**config.mk**
```make
export PLATFORM = sky130hd
export DESIGN_NAME = adc_scan
export DESIGN_NICKNAME = d
export VERILOG_FILES = /design/src/rtl/adc_scan.sv
export SDC_FILE = /design/constraint.sdc
export NUM_CORES = 1
export LEC_CHECK = 0
export ABC_AREA = 1
export CELL_PAD_IN_SITES_DETAIL_PLACEMENT = 0
export CELL_PAD_IN_SITES_GLOBAL_PLACEMENT = 1
export CORE_UTILIZATION = 37
export DETAILED_ROUTE_END_ITERATION = 12
export GPL_TIMING_DRIVEN = 1
export PLACE_DENSITY_LB_ADDON = 0.1
export RECOVER_POWER = 50
export SLEW_MARGIN = 20
export SYNTH_ARGS = -nofsm -noshare
export SYNTH_HDL_FRONTEND = slang
export SYNTH_SLANG_ARGS = --single-unit
```
**constraint.sdc**
```tcl
create_clock -name clk -period 2.4 [get_ports clk]
set_input_delay 0.48 -clock clk [delete_from_list [all_inputs] [get_ports clk]]
set_output_delay 0.48 -clock clk [all_outputs]
set_load 0.05 [all_outputs]
```
**src/rtl/adc_scan.sv**
```systemverilog
// -----------------------------------------------------------------------------
// adc_scan
// Round-robin scanner for a 12-bit SPI ADC (MCP3204-style single-ended
// command). Each frame selects one channel, clocks 19 SCK periods, keeps the
// last 12 MISO samples (MSB first) and writes them to that channel's result
// register.
//
// Parameters
//   DIV  SCK half-period in clk cycles (2..255)
//   NCH  number of scanned channels (1..4)
//
// Ports
//   clk        system clock
//   reset      synchronous active-low reset
//   ena        continuous-scan enable
//   adc_cs     SPI chip select, active low
//   adc_si     SPI MOSI (command bits)
//   adc_clk    SPI SCK, idle low
//   adc_so     SPI MISO
//   a0..a3     latest result per channel
//   valid      one-clk strobe on a result update
//   valid_ch   channel index of the update flagged by valid
//   busy       high whenever the scanner is not idle
//
// Build option
//   ADC_FILT_EN  when defined, results pass through a first-order IIR
//                (a += (sample - a) >>> 2) instead of being stored directly.
// -----------------------------------------------------------------------------
module adc_scan #(
   parameter int DIV = 12,
   parameter int NCH = 4
) (
   input  logic        clk,
   input  logic        reset,
   input  logic        ena,
   output logic        adc_cs,
   output logic        adc_si,
   output logic        adc_clk,
   input  logic        adc_so,
   output logic [11:0] a0,
   output logic [11:0] a1,
   output logic [11:0] a2,
   output logic [11:0] a3,
   output logic        valid,
   output logic [1:0]  valid_ch,
   output logic        busy
);

   // state | meaning
   // IDLE  | CS high, waiting for ena
   // SETUP | CS low, SCK low for DIV clks before the first edge
   // SHIFT | 19 SCK periods of 2*DIV clks (low half, then high half)
   // HOLD  | CS low, SCK low for DIV clks; result written on exit
   // GAP   | CS high for 2*DIV clks; channel advances on exit
   typedef enum logic [2:0] {
      S_IDLE,
      S_SETUP,
      S_SHIFT,
      S_HOLD,
      S_GAP
   } state_t;

   localparam logic [8:0] T_HALF   = 9'(DIV - 1);
   localparam logic [8:0] T_PER    = 9'(2 * DIV - 1);
   localparam logic [8:0] T_RISE   = 9'(DIV);
   localparam logic [4:0] LAST_PER = 5'd18;
   localparam logic [1:0] LAST_CH  = 2'(NCH - 1);

   state_t      state, state_nx;
   logic [8:0]  tmr;
   logic        tc;
   logic [4:0]  per;
   logic [1:0]  ch;
   logic [11:0] sr;
   logic [11:0] a_r [4];
   logic [11:0] result;

   assign tc = (tmr == 9'd0);

   always_ff @(posedge clk) begin
      if (!reset) begin
         state    <= S_IDLE;
         tmr      <= '0;
         per      <= '0;
         ch       <= '0;
         sr       <= '0;
         valid    <= 1'b0;
         valid_ch <= '0;
         for (int i = 0; i < 4; i++) a_r[i] <= '0;
      end else begin
         state <= state_nx;
         valid <= 1'b0;
         case (state)
            S_IDLE: begin
               if (ena) tmr <= T_HALF;
            end
            S_SETUP: begin
               if (tc) begin
                  tmr <= T_PER;
                  per <= '0;
               end else begin
                  tmr <= tmr - 9'd1;
               end
            end
            S_SHIFT: begin
               // tmr == DIV is the clk on which SCK rises; all 19 samples are
               // shifted in, so only periods 7..18 survive in the 12-bit register.
               if (tmr == T_RISE) sr <= {sr[10:0], adc_so};
               if (tc) begin
                  if (per == LAST_PER) begin
                     tmr <= T_HALF;
                  end else begin
                     per <= per + 5'd1;
                     tmr <= T_PER;
                  end
               end else begin
                  tmr <= tmr - 9'd1;
               end
            end
            S_HOLD: begin
               if (tc) begin
                  tmr      <= T_PER;
                  a_r[ch]  <= result;
                  valid    <= 1'b1;
                  valid_ch <= ch;
               end else begin
                  tmr <= tmr - 9'd1;
               end
            end
            S_GAP: begin
               if (tc) begin
                  tmr <= T_HALF;
                  ch  <= (ch == LAST_CH) ? 2'd0 : ch + 2'd1;
               end else begin
                  tmr <= tmr - 9'd1;
               end
            end
            default: tmr <= '0;
         endcase
      end
   end

   always_comb begin
      state_nx = state;
      case (state)
         S_IDLE:  if (ena) state_nx = S_SETUP;
         S_SETUP: if (tc) state_nx = S_SHIFT;
         S_SHIFT: if (tc && per == LAST_PER) state_nx = S_HOLD;
         S_HOLD:  if (tc) state_nx = S_GAP;
         S_GAP:   if (tc) state_nx = ena ? S_SETUP : S_IDLE;
         default: state_nx = S_IDLE;
      endcase
   end

   always_comb begin
      busy    = (state != S_IDLE);
      adc_cs  = (state == S_IDLE) || (state == S_GAP);
      adc_clk = (state == S_SHIFT) && (tmr < T_RISE);
      adc_si  = 1'b0;
      if (state == S_SHIFT) begin
         case (per)
            5'd0, 5'd1: adc_si = 1'b1;
            5'd3:       adc_si = ch[1];
            5'd4:       adc_si = ch[0];
            default:    adc_si = 1'b0;
         endcase
      end
   end

`ifdef ADC_FILT_EN
   logic signed [12:0] diff;
   logic signed [12:0] step;
   always_comb begin
      diff   = $signed({1'b0, sr}) - $signed({1'b0, a_r[ch]});
      step   = diff >>> 2;
      result = a_r[ch] + step[11:0];
   end
`else
   always_comb begin
      result = sr;
   end
`endif

   assign a0 = a_r[0];
   assign a1 = a_r[1];
   assign a2 = a_r[2];
   assign a3 = a_r[3];

endmodule

```
==> After elaboration in Yosys (flattened, before gate mapping) <==
Memory sizes are Yosys's and may differ from the RTL's.
Index checks and enable logic that the tools add are counted.
{ "word_totals": {"regBits": 34, "mem_bits_rw": 48, "in_bits": 4, "output_inout_bits": 55, "elab_cells": 73, "mem_count": 1} }
{ "op_classes": {"add_sub_neg": 3, "n_lt_le_gt_ge": 1, "n_eq_ne": 17, "n_mux": 28, "n_reduce_logical": 16} }
{ "memory_table": {"columns": ["memory", "words", "word_bits", "rd", "rd_ports_with_merged_regs", "wr", "line_no", "rtl"], "rows": [
  ["a_r", 4, 12, 4, 0, 4, "75", "logic [11:0] a_r [4];"]
]} }
{ "op_table": {"columns": ["op", "count"], "rows": [
  ["9-bit 2-to-1 mux", 4],
  ["9-bit case mux with 4 select lines", 1],
  ["5-bit 2-to-1 mux", 4],
  ["3-bit 2-to-1 mux", 5],
  ["3-bit case mux with 5 select lines", 1],
  ["2-bit inequality test, second input constant", 7],
  ["12-bit 2-to-1 mux", 1],
  ["12-bit OR reduction", 1],
  ["5-bit case mux with 2 select lines", 1],
  ["9-bit by 4-bit == test with 1-bit output, second input constant", 1],
  ["9-bit zero test", 1],
  ["9-bit by 4-bit less-than comparator with 1-bit output, second input constant", 1],
  ["9-bit by 1-bit subtractor with 9-bit output, second input constant", 1],
  ["1-bit 2-to-1 mux", 8],
  ["3-bit by 2-bit == test with 1-bit output, second input constant", 2],
  ["2-bit AND reduction", 3],
  ["5-bit by 1-bit adder with 5-bit output, second input constant", 1],
  ["5-bit by 1-bit == test with 1-bit output, second input constant", 1],
  ["5-bit by 2-bit == test with 1-bit output, second input constant", 1],
  ["5-bit by 3-bit == test with 1-bit output, second input constant", 1],
  ["5-bit == test, second input constant", 1],
  ["5-bit zero test", 1],
  ["5-bit AND reduction", 1],
  ["2-bit 2-to-1 mux", 2],
  ["12 further kinds", 14]
]} }

==> Logic depth before layout (Yosys ltp) <==
Gate-level depths: netlist (run 1).
{ "logic_depth": {"depth_word": 7, "mapped_depth": 12, "ltp_nobuf": 12} }

==> Worst setup path before layout (run 1) <==
No wires, ideal clock.
{ "synth_path": {"kind": "register to output", "from": "register state[2]", "to": "output adc_clk", "t_arrival_ns": 3.053, "t_required_ns": 1.920, "slack_ns": -1.133, "path_stages_with_launch": 4, "n_path_buf": 0, "path_cell_list": "dfxtp_1 > inv_1 > nand3_1 > a2111oi_0"} }
{ "synth_between": {"elab_chain_len": 2} }
{ "synth_lines": {"columns": ["item", "line_no", "rtl"], "rows": [
  ["from (decl)", "69", "state_t state, state_nx;"],
  ["from (signal assigned)", "91", "state <= state_nx;"],
  ["3-bit by 2-bit == test with 1-bit output", "158", "adc_clk = (state == S_SHIFT) && (tmr < T_RISE);"],
  ["1-bit logical AND", "158", null],
  ["to (decl)", "38", "output logic adc_clk,"]
]} }
No other way between the ends.

==> Final worst setup path (run 1) <==
{ "layout_path": {"from": "register state[1]", "to": "output adc_cs"} }
{ "layout_between": {"elab_chain_len": 2, "elab_cells_between_ends": 3, "classes_between": "eq/ne: 1; reduce/logical: 2"} }
{ "layout_lines": {"columns": ["item", "line_no", "rtl"], "rows": [
  ["3-bit == test or 3-bit zero test (tied branches)", "157", "adc_cs = (state == S_IDLE) || (state == S_GAP);"],
  ["1-bit logical OR *", "157", null],
  ["to (decl)", "36", "output logic adc_cs,"]
]} }
Every way passes the cells marked *; elsewhere a longest branch is shown, timed or not.

==> metrics.txt, run 1 <==
port bufs=58; clock sinks=82; largest net degree at the start of global routing=25; I/O Pins=59; multiplexer share of the synthesized area=0%; normalized max-slew margin=roughly 46%; Die W=101 microns; RSZ-0062 raised after global routing=yes; xor and xnor fraction of the mapped netlist area=about 1.2%; CTS Buf Count=9; Syn Area/Cell=~9.9 sq um; placed inst area=about 0.0044 sq mm; DRT Pass-1 Iters=5; Final Cell Area=~0.0046 sq mm; fin. max-slew vios=0; Hold Crit Class=flop to flop; Post-Synth Simple-Gate Area=a little under a quarter; Post-synth EDFFs=48; FF-to-FF End=a_r[0][9]$_SDFFCE_PN0P_; Post-Syn Instances=~370; leakage=1.77 nW; cell area power density=roughly 970 mW/mm^2; Worst Tran Pin Value=~0.81 ns; Worst R2R Start=tmr[0]$_SDFFE_PN0P_; die area=0.0102 sq mm; max-cap violation count=0; Via density=4.68; fillcell total=945; placed insts=roughly 550; clk buf depth=2; Synth top cells by count=59 x nand2_1, 48 x edfxtp_1, 40 x inv_1, 40 x nor2_1, 34 x dfxtp_1; Distinct cells, synth=31; residual DRC count=0; first-pass GRT wire length=around 13 mm; compound-cell area share of the yosys netlist=8.17%; vias in the first global route=2,512; R2R depth=10; row count=35; die height=slightly above 100 microns; Iter 0 DRT Violations=101; asr flop ratio synth=0%; CTS tree=yes; antenna violations before repair=0; area delta synth->final=25.0%; number of diodes=0; clock skew=between 0.015 and 0.02 ns; Starting Density=roughly two fifths; Peak VDD IR=0.000388 V; drt total wl=8.39 mm; hold path startpoint=valid_ch[0]$_SDFFE_PN0P_; total power=about 4.4 mW; WHS Path Cells=2; hold_buf cts=0; Critical Path AT=1.82 ns; min cycle time layout=around 2.3 ns; total track usage=between 10% and 20%; Synth area leaders=edfxtp_1 40%, dfxtp_1 19%, nand2_1 6.1%; Hold EP=valid_ch[0]$_SDFFE_PN0P_; WHS=0.468 ns; dominant cell type by area after synthesis=edfxtp_1; Worst EP required=around 1.9 ns; syn nets=380; Routed Antenna Nets=0; Seq/Total Area, Yosys=about three fifths; DP Wirelength=between 6 and 7 mm; largest family of logic cells by synthesized area=simple AND/OR/NAND/NOR gates; CTS H-tree lvls=3; area share of the largest cell type after synthesis=between 30 and 40%; average wire per standard cell=between 10 and 15 microns; final std cells w/o fill=around 570; layout cells sized above 1=roughly 13%; Overflow after GRT=0; Post-Synth Adder-Cell Area=2.40%; CP startpoint kind=flop; reg2reg setup slack=0.32 ns; latest clock arrival within the worst-skew pair=~0.35 ns; Synth Warn #=0; Mapped Area=about 0.0036 sq mm; count leader, synth=nand2_1; Clock transition at path regs=about 0.080 ns; Max Fclk=between 400 and 500 MHz; Util after Layout=between 40% and 50%; Yosys reg bits=82; root buffer cell=clkbuf_8; CP Class=flop to primary output; crit end category=primary output; Final Hold Viols=0; Placer Congestion=about 0.76; routed vias=2,665; core area=~0.0094 sq mm; Tcrit/Tclk final=approximately 96%; NumNets Final=~450; Final setup viols=0; Worst Path Max Fanout=6; status=complete, no violations; Post-synth top flop=edfxtp_1
worst max-delay path by stage:
stage	end	from	slack (ns)
2_1_floorplan	a_r[3][0]$_DFFE_PP_	tmr[0]$_SDFFE_PN0P_	0.02
3_3_place_gp	a_r[2][8]$_SDFFCE_PN0P_	reset	0.26
3_5_place_dp	a_r[0][6]$_SDFFCE_PN0P_	reset	0.21
4_1_cts	busy	state[1]$_SDFFE_PN0P_	0.06
5_1_grt	adc_clk	state[2]$_SDFFE_PN0P_	-0.004
6_report	adc_cs	state[1]$_SDFFE_PN0P_	0.10
logic make-up (layout without fill, tap and decap cells):
group                      Yosys count  count (layout)
adders and majority gates            7               7
DFF                                 82              82
AOI/OAI and AO/OA                   56              56
xor gates and xnor gates             5               5
buffers and inverters               60             131
and+or+nand+nor                    159             159
sequential cells by signal, summed over array words and instances, names as in the netlist:
name	count
a_r	48
ch	2
per	5
result	12
state	3
tmr	9
valid	1
valid_ch	2
area by class of cell:
type	count	area (sq um)	area share [%]
Multi-Input combinational cell	227	1190	26.2
Tap cell	129	161	3.54
Clock inverter	4	52.6	1.15
Sequential cell	82	2120	46.6
Timing Repair Buffer	69	672	14.8
Clock buffer	12	178	3.90
Inverter	46	175	3.85
stage by stage:
step / worst slack, ns / TNS, ns
global route: -0.00428 / -0.00428
global placement: 0.257 / 0
finish: 0.101 / 0
CTS: 0.0582 / 0
detailed placement: 0.206 / 0
floorplan: 0.0234 / 0
layer usage:
layer / vias up / share of wire [%] / track usage (%)
met1: 1243 / 50 / 24.9
met2: 58 / 45 / 26.7
met5: - / 0 / 0
li1: 1354 / - / -
met4: 0 / 1.4 / 6.47
met3: 10 / 3.5 / 4.76
what timing repair did:
| action | in CTS | in global routing |
|---|---|---|
| setup buffers | 0 | 0 |
| resized for setup | 0 | 1 |
| endpoints found under the setup margin | 0 | 2 |
critical path, cell delays in order (launching register included):
cell	delay, ns
dfxtp_1	0.37
nor2_2	0.25
clkdlybuf4s50_1	0.86
cell usage in the layout, fill, tap and decap left out, types with 16 or more instances in the layout:
master           instances
nand2_1                 61
clkdlybuf4s50_1         34
inv_1                   40
nor2_1                  41
nor3_1                  19
nand3_1                 16
dfxtp_1                 34
o21ai_0                 19
dlygate4sd3_1           21
a21oi_1                 29
edfxtp_1                48
report_power, final:
part | switching [mW] | leakage (nW) | internal [mW] | total [mW]
clock network | 0.505 | 0.118 | 0.614 | 1.12
registers | 0.107 | 0.771 | 1.62 | 1.72
logic | 1.07 | 0.881 | 0.487 | 1.56
Power figures use the tool's default switching activity.
==> run 2, diff against run 1 <==
==> constraint.sdc (replaced) <==
create_clock -name clk -period 2.4 [get_ports clk]
set_input_delay 0.48 -clock clk [delete_from_list [all_inputs] [get_ports clk]]
set_output_delay 0.48 -clock clk [all_outputs]
set_load 0.02 [all_outputs]
==> run 2 against run 1 <==
Against the previous run:
- design area grew 0.47%
- critical endpoint is now busy
- highest routed layer unchanged
- die area is the same
- largest power group unchanged
- non-clock buffer count grew 4
==> metrics.txt, run 2 (synthesis results as in run 1) <==
status=complete, no violations (unchanged); drt total wl=8.03 mm (was 8.39 mm); Final Cell Area=0.00458 sq mm (was 0.00455 sq mm); largest net degree at the start of global routing=25 (unchanged); Tcrit/Tclk final=93.1% (was 95.8%); Worst Tran Pin Value=0.892 ns (was 0.811 ns); crit path buf inv count=1 (unchanged); CP Class=flop to primary output (unchanged); Die W=101 microns (unchanged); Routed Antenna Nets=0 (unchanged); layout cells sized above 1=14.4% (was 12.5%); CTS tree=yes (unchanged); Biggest register=a_r (unchanged); die height=101 microns (unchanged); max incr delay on CP=0.58 ns (was 0.86 ns); Final setup viols=0 (unchanged); Placer Congestion=0.771 (was 0.764); total power=4.09 mW (was 4.40 mW); clk buf depth=2 (unchanged); Clock transition at path regs=0.08 ns (about the same); normalized max-slew margin=40.5% (was 45.9%); Hold Crit Class=flop to flop (unchanged); Via density=4.68 (about the same); min cycle time layout=2.23 ns (was 2.30 ns); leakage=1.81 nW (was 1.77 nW); Worst EP required=1.92 ns (about the same); die area=0.0102 sq mm (unchanged); Max Fclk=447 MHz (was 435 MHz); clock sinks=82 (unchanged); Overflow after GRT=0 (unchanged); core area=0.00937 sq mm (unchanged); max reg flops=48 (unchanged); port bufs=58 (unchanged); CP max stage cell=clkdlybuf4s50_1 (unchanged); WHS=0.458 ns (was 0.468 ns); pre-CTS setup slack=0.190 ns (was 0.206 ns); area delta synth->final=25.6% (was 25.0%); final std cells w/o fill=573 (was 569); CTS Buf Count=9 (unchanged); CP startpoint kind=flop (unchanged); Util after Layout=48.8% (was 48.6%); first-pass GRT wire length=12.7 mm (was 13.3 mm); vias in the first global route=2,408 (was 2,512); Worst Path Max Fanout=6 (unchanged); crit path cell chain=nor2_1, nand2_1, clkdlybuf4s50_1 (was nor2_2, clkdlybuf4s50_1); latest clock arrival within the worst-skew pair=0.35 ns (about the same); most frequent cells in the layout=61 x nand2_1, 50 x dlygate4sd3_1, 48 x edfxtp_1 (was 61 x nand2_1, 48 x edfxtp_1, 41 x nor2_1); routed vias=2,684 (was 2,665); hold_buf cts=0 (unchanged); row count=35 (unchanged); number of diodes=0 (unchanged); max-cap violation count=0 (unchanged); placed inst area=0.00443 sq mm (was 0.00441 sq mm); post-cts sizing count=2 (was 0); DRT Pass-1 Iters=5 (unchanged); Peak VDD IR=0.000372 V (was 0.000388 V); Post-CTS Setup Bufs=0 (unchanged); Setup WS post-layout=0.165 ns (was 0.101 ns); crit end category=primary output (unchanged); Starting Density=38.9% (unchanged); antenna violations before repair=0 (unchanged); NumNets Final=450 (was 446); I/O Pins=59 (unchanged); Final Hold Viols=0 (unchanged); fin. max-slew vios=0 (unchanged); total track usage=16.7% (was 17.9%); commonest non-fill, non-tap cell in the layout=nand2_1 (unchanged); total negative slack=0 ns (unchanged); average wire per standard cell=14.0 microns (was 14.7 microns); residual DRC count=0 (unchanged); RSZ-0062 raised after global routing=no (was yes); root buffer cell=clkbuf_8 (unchanged); kind of cell adding the most delay to the critical path=buffers and inverters (unchanged); cell area power density=894 mW/mm^2 (was 966 mW/mm^2); DP Wirelength=5.87 mm (was 6.07 mm); clock skew=0.00799 ns (was 0.0160 ns); CTS H-tree lvls=3 (unchanged); placed insts=557 (was 553); Critical Path AT=1.75 ns (was 1.82 ns); Iter 0 DRT Violations=129 (was 101)
## run 2: path summary, 6_finish.rpt
kind	startpoint	endpoint	slack, ns	cells after the start
min	valid_ch[0]$_SDFFE_PN0P_	valid_ch[0]$_SDFFE_PN0P_	0.46	2
max reg2reg	tmr[0]$_SDFFE_PN0P_	a_r[0][2]$_SDFFCE_PN0P_	0.33	11
max	state[1]$_SDFFE_PN0P_	busy	0.17	3
min reg2reg	valid_ch[0]$_SDFFE_PN0P_	valid_ch[0]$_SDFFE_PN0P_	0.46	2
## run 2: layer usage
metal | wire length (microns) | GRT usage [%] | share of wire [%]
met2 | 3430 | 22.8 | 43
met4 | 149 | 7.47 | 1.9
met3 | 391 | 3.17 | 4.9
met5 | 0 | 0 | 0
met1 | 4060 | 25.2 | 51
## run 2: layout make-up
type	count	area (sq um)
clock buffers	9	124
multi-input cells	227	1230
flip-flops and latches	82	2120
inverters	46	175
fillers	932	4800
clock inverters	7	78.8
well taps	129	161
repair buffers	73	683
## run 2: worst min-delay path: cells and delay by family (launching register included)
| kind | cells | cell delay, ns |
|---|---|---|
| AND/OR/NAND/NOR | 2 | 0.10 |
| flip-flops | 1 | 0.32 |
## run 2: power breakdown
part	total, mW	switching, mW	internal, mW
Sequential	1.71	0.0949	1.62
Clock	1.02	0.530	0.490
Combinational	1.36	0.907	0.456
==> run 3, diff against run 2 <==
--- a/config.mk
+++ b/config.mk
@@ -5,10 +5,9 @@
 export SDC_FILE = /design/constraint.sdc
 export NUM_CORES = 1
 export LEC_CHECK = 0
-export ABC_AREA = 1
 export CELL_PAD_IN_SITES_DETAIL_PLACEMENT = 0
 export CELL_PAD_IN_SITES_GLOBAL_PLACEMENT = 1
-export CORE_UTILIZATION = 37
+export CORE_UTILIZATION = 38
 export DETAILED_ROUTE_END_ITERATION = 12
 export GPL_TIMING_DRIVEN = 1
 export PLACE_DENSITY_LB_ADDON = 0.1
==> run 3 against run 2 <==
Against the previous run:
- cell count is 5.9% lower
- setup slack got worse by 0.085 ns
- sequential share of layout area down 2.1 points
- area after synthesis is 3.5% higher
- via count rose by 0.37%
- register-to-register slack worse by 0.06 ns
- combinational power decreased by 39%
- sequential power shrank 3%
- clock power shrank 8%
- largest power group unchanged
==> metrics.txt, run 3 <==
Via density=5.00 (was 4.68); final std cells w/o fill=539 (was 573); area of the multi-input gates=0.00152 sq mm (was 0.00123 sq mm); min cycle time layout=2.32 ns (was 2.23 ns); Comb power frac=24.3% (was 33.3%); Worst Path Max Fanout=7 (was 6); CTS Buf Count=9 (unchanged); fillcell total=856 (was 932); Psw=1.14 mW (was 1.53 mW); status=complete, no violations (unchanged); crit path buf inv count=2 (was 1); Seq/Total Area, Yosys=56.3% (was 58.2%); Distinct cells, synth=54 (was 31); core area=0.00942 sq mm (was 0.00937 sq mm); average wire per standard cell=15.2 microns (was 14.0 microns); row count=35 (unchanged); count leader, synth=and2_1 (was nand2_1); clock sinks=82 (unchanged); clk buf depth=2 (unchanged); Clock transition at path regs=0.09 ns (was 0.08 ns); Final Hold Viols=0 (unchanged); leakage=1.83 nW (was 1.81 nW); port bufs=58 (unchanged); Syn Area/Cell=11.3 sq um (was 9.87 sq um); most frequent cells in the layout=52 x dlygate4sd3_1, 48 x edfxtp_1, 42 x and2_1 (was 61 x nand2_1, 50 x dlygate4sd3_1, 48 x edfxtp_1); max reg flops=48 (unchanged); area delta synth->final=27.0% (was 25.6%); Starting Density=40.0% (was 38.9%); largest net degree at the start of global routing=39 (was 25); I/O Pins=59 (unchanged); Hold Crit Class=flop to flop (unchanged); Synth Warn #=0 (unchanged); NumNets Final=416 (was 450); routed vias=2,694 (was 2,684); Post-CTS Setup Bufs=0 (unchanged); drt total wl=8.20 mm (was 8.03 mm); die area=0.0103 sq mm (was 0.0102 sq mm); CP Class=flop to primary output (unchanged); Placer Congestion=0.857 (was 0.771); layout cells sized above 1=11.2% (was 14.4%); number of diodes=0 (unchanged); residual DRC count=0 (unchanged); Util after Layout=50.9% (was 48.8%); Seq. cell area=0.00212 sq mm (unchanged); Synth area leaders=edfxtp_1 38%, dfxtp_1 18%, and2_1 8.5% (was edfxtp_1 40%, dfxtp_1 19%, nand2_1 6.1%); RSZ-0062 raised after global routing=no (unchanged); CP max stage cell=clkdlybuf4s50_1 (unchanged); asr flop ratio synth=0% (unchanged); root buffer cell=clkbuf_8 (unchanged); hold_buf cts=0 (unchanged); Yosys reg bits=82 (unchanged); CP startpoint kind=flop (unchanged); crit end category=primary output (unchanged); total negative slack=0 ns (unchanged); fin. max-slew vios=0 (unchanged); Worst EP required=1.92 ns (about the same); Max Fclk=431 MHz (was 447 MHz); Tcrit/Tclk final=96.7% (was 93.1%); Post-synth EDFFs=48 (unchanged); sequential power share=48.3% (was 41.8%); Peak VDD IR=0.000286 V (was 0.000372 V); vias in the first global route=2,567 (was 2,408); Worst Tran Pin Value=0.720 ns (was 0.892 ns); cell area power density=719 mW/mm^2 (was 894 mW/mm^2); area share of the largest cell type after synthesis=38.2% (was 39.6%); switching portion of total power=33.2% (was 37.4%); clock skew=0.0123 ns (was 0.00799 ns); clock share of power=27.4% (was 24.9%); commonest non-fill, non-tap cell in the layout=dlygate4sd3_1 (was nand2_1); first-pass GRT wire length=13.3 mm (was 12.7 mm); dominant cell type by area after synthesis=edfxtp_1 (unchanged); Synth top cells by count=51 x and2_1, 48 x edfxtp_1, 34 x dfxtp_1, 23 x nor2b_1, 18 x clkbuf_1 (was 59 x nand2_1, 48 x edfxtp_1, 40 x inv_1, 40 x nor2_1, 34 x dfxtp_1); internal power=2.30 mW (was 2.56 mW); max incr delay on CP=0.57 ns (was 0.58 ns); Mapped Area=0.00377 sq mm (was 0.00364 sq mm); syn nets=344 (was 380); die height=102 microns (was 101 microns); WHS=0.536 ns (was 0.458 ns); Post-Syn Instances=333 (was 369); Overflow after GRT=0 (unchanged); kind of cell adding the most delay to the critical path=buffers and inverters (unchanged); antenna violations before repair=0 (unchanged); Final setup viols=0 (unchanged); Iter 0 DRT Violations=129 (unchanged); crit path cell chain=buf_4, or3_1, clkdlybuf4s50_1 (was nor2_1, nand2_1, clkdlybuf4s50_1); max-cap violation count=0 (unchanged); placed insts=523 (was 557); total track usage=17.2% (was 16.7%); DP Wirelength=5.83 mm (was 5.87 mm); Biggest register=a_r (unchanged); Routed Antenna Nets=0 (unchanged); DRT Pass-1 Iters=4 (was 5); Critical Path AT=1.84 ns (was 1.75 ns); latest clock arrival within the worst-skew pair=0.36 ns (was 0.35 ns); Post-synth top flop=edfxtp_1 (unchanged); normalized max-slew margin=52.0% (was 40.5%); Die W=102 microns (was 101 microns); CTS tree=yes (unchanged); CTS H-tree lvls=3 (unchanged)
## run 3: cell types whose count changed after synthesis, moves of 16 or more
cell and change:
mux2i_1 +16, nor2b_1 +23, nor3_2 -18, nor2_1 -35, nand2_1 -46, and2_1 +51
inv_1 -32
## run 3: through the flow
stage	setup WS (ns)	power (mW)	instance area [sq um]
floorplan	0.266	2.25	3770
global placement	0.0510	2.54	4630
detailed placement	0.0476	2.55	4630
CTS	0.0365	3.49	4810
global route	0.00643	3.63	4790
finish	0.0798	3.44	4790
## run 3: area by class of cell
cell class | instances | area share [%]
sequential | 82 | 44.3
multi-input combinational | 221 | 31.8
timing repair buffer | 83 | 16.1
tap | 129 | 3.37
clock buffer | 9 | 2.59
clock inverter | 7 | 1.18
inverter | 8 | 0.627
## run 3: power by group through the flow
stage | logic, mW | registers [mW] | clock network [mW]
finish | 0.836 | 1.66 | 0.942
global route | 0.924 | 1.68 | 1.03
detailed placement | 0.852 | 1.70 | 0
global placement | 0.848 | 1.70 | 0
floorplan | 0.557 | 1.69 | 0
CTS | 0.854 | 1.66 | 0.968
## run 3: logic make-up after synthesis
| logic type | synth area share (%) |
|---|---|
| buffers and inverters | 3.35 |
| muxes | 4.55 |
| DFF | 56.3 |
| adders and majority gates | 2.32 |
| xor gates and xnor gates | 0.465 |
| AOI/OAI and AO/OA | 9.33 |
| and+or+nand+nor | 23.7 |
## run 3: final timing paths
kind / start / endpoint / slack [ns] / depth (start not counted)
max: state[0]$_SDFFE_PN0P_ / busy / 0.08 / 3
min: valid_ch[1]$_SDFFE_PN0P_ / valid_ch[1]$_SDFFE_PN0P_ / 0.54 / 2
max reg2reg: tmr[0]$_SDFFE_PN0P_ / tmr[1]$_SDFFE_PN0P_ / 0.27 / 7
min reg2reg: valid_ch[1]$_SDFFE_PN0P_ / valid_ch[1]$_SDFFE_PN0P_ / 0.54 / 2
## run 3: per-layer routing
metal  GRT usage (%)  share of wire (%)  vias up
li1                -                  -     1355
met1            24.9                 50     1264
met2            25.6                 45       65
met3            3.17                3.8       10
met4            6.02                1.1        0
met5               0                  0        -
## run 3: worst register-to-register path: cells and delay by family, from the launching register on
family,cells,cell delay [ns]
buf+inv,2,0.43
flops,1,0.35
simple gates,2,0.61
fa+ha+maj,1,0.22
compound gates,2,0.47
## run 3: what timing repair did
item	in CTS	in global routing
resized for setup	2	1
hold endpoints to repair	0	0
setup endpoints to repair	2	1
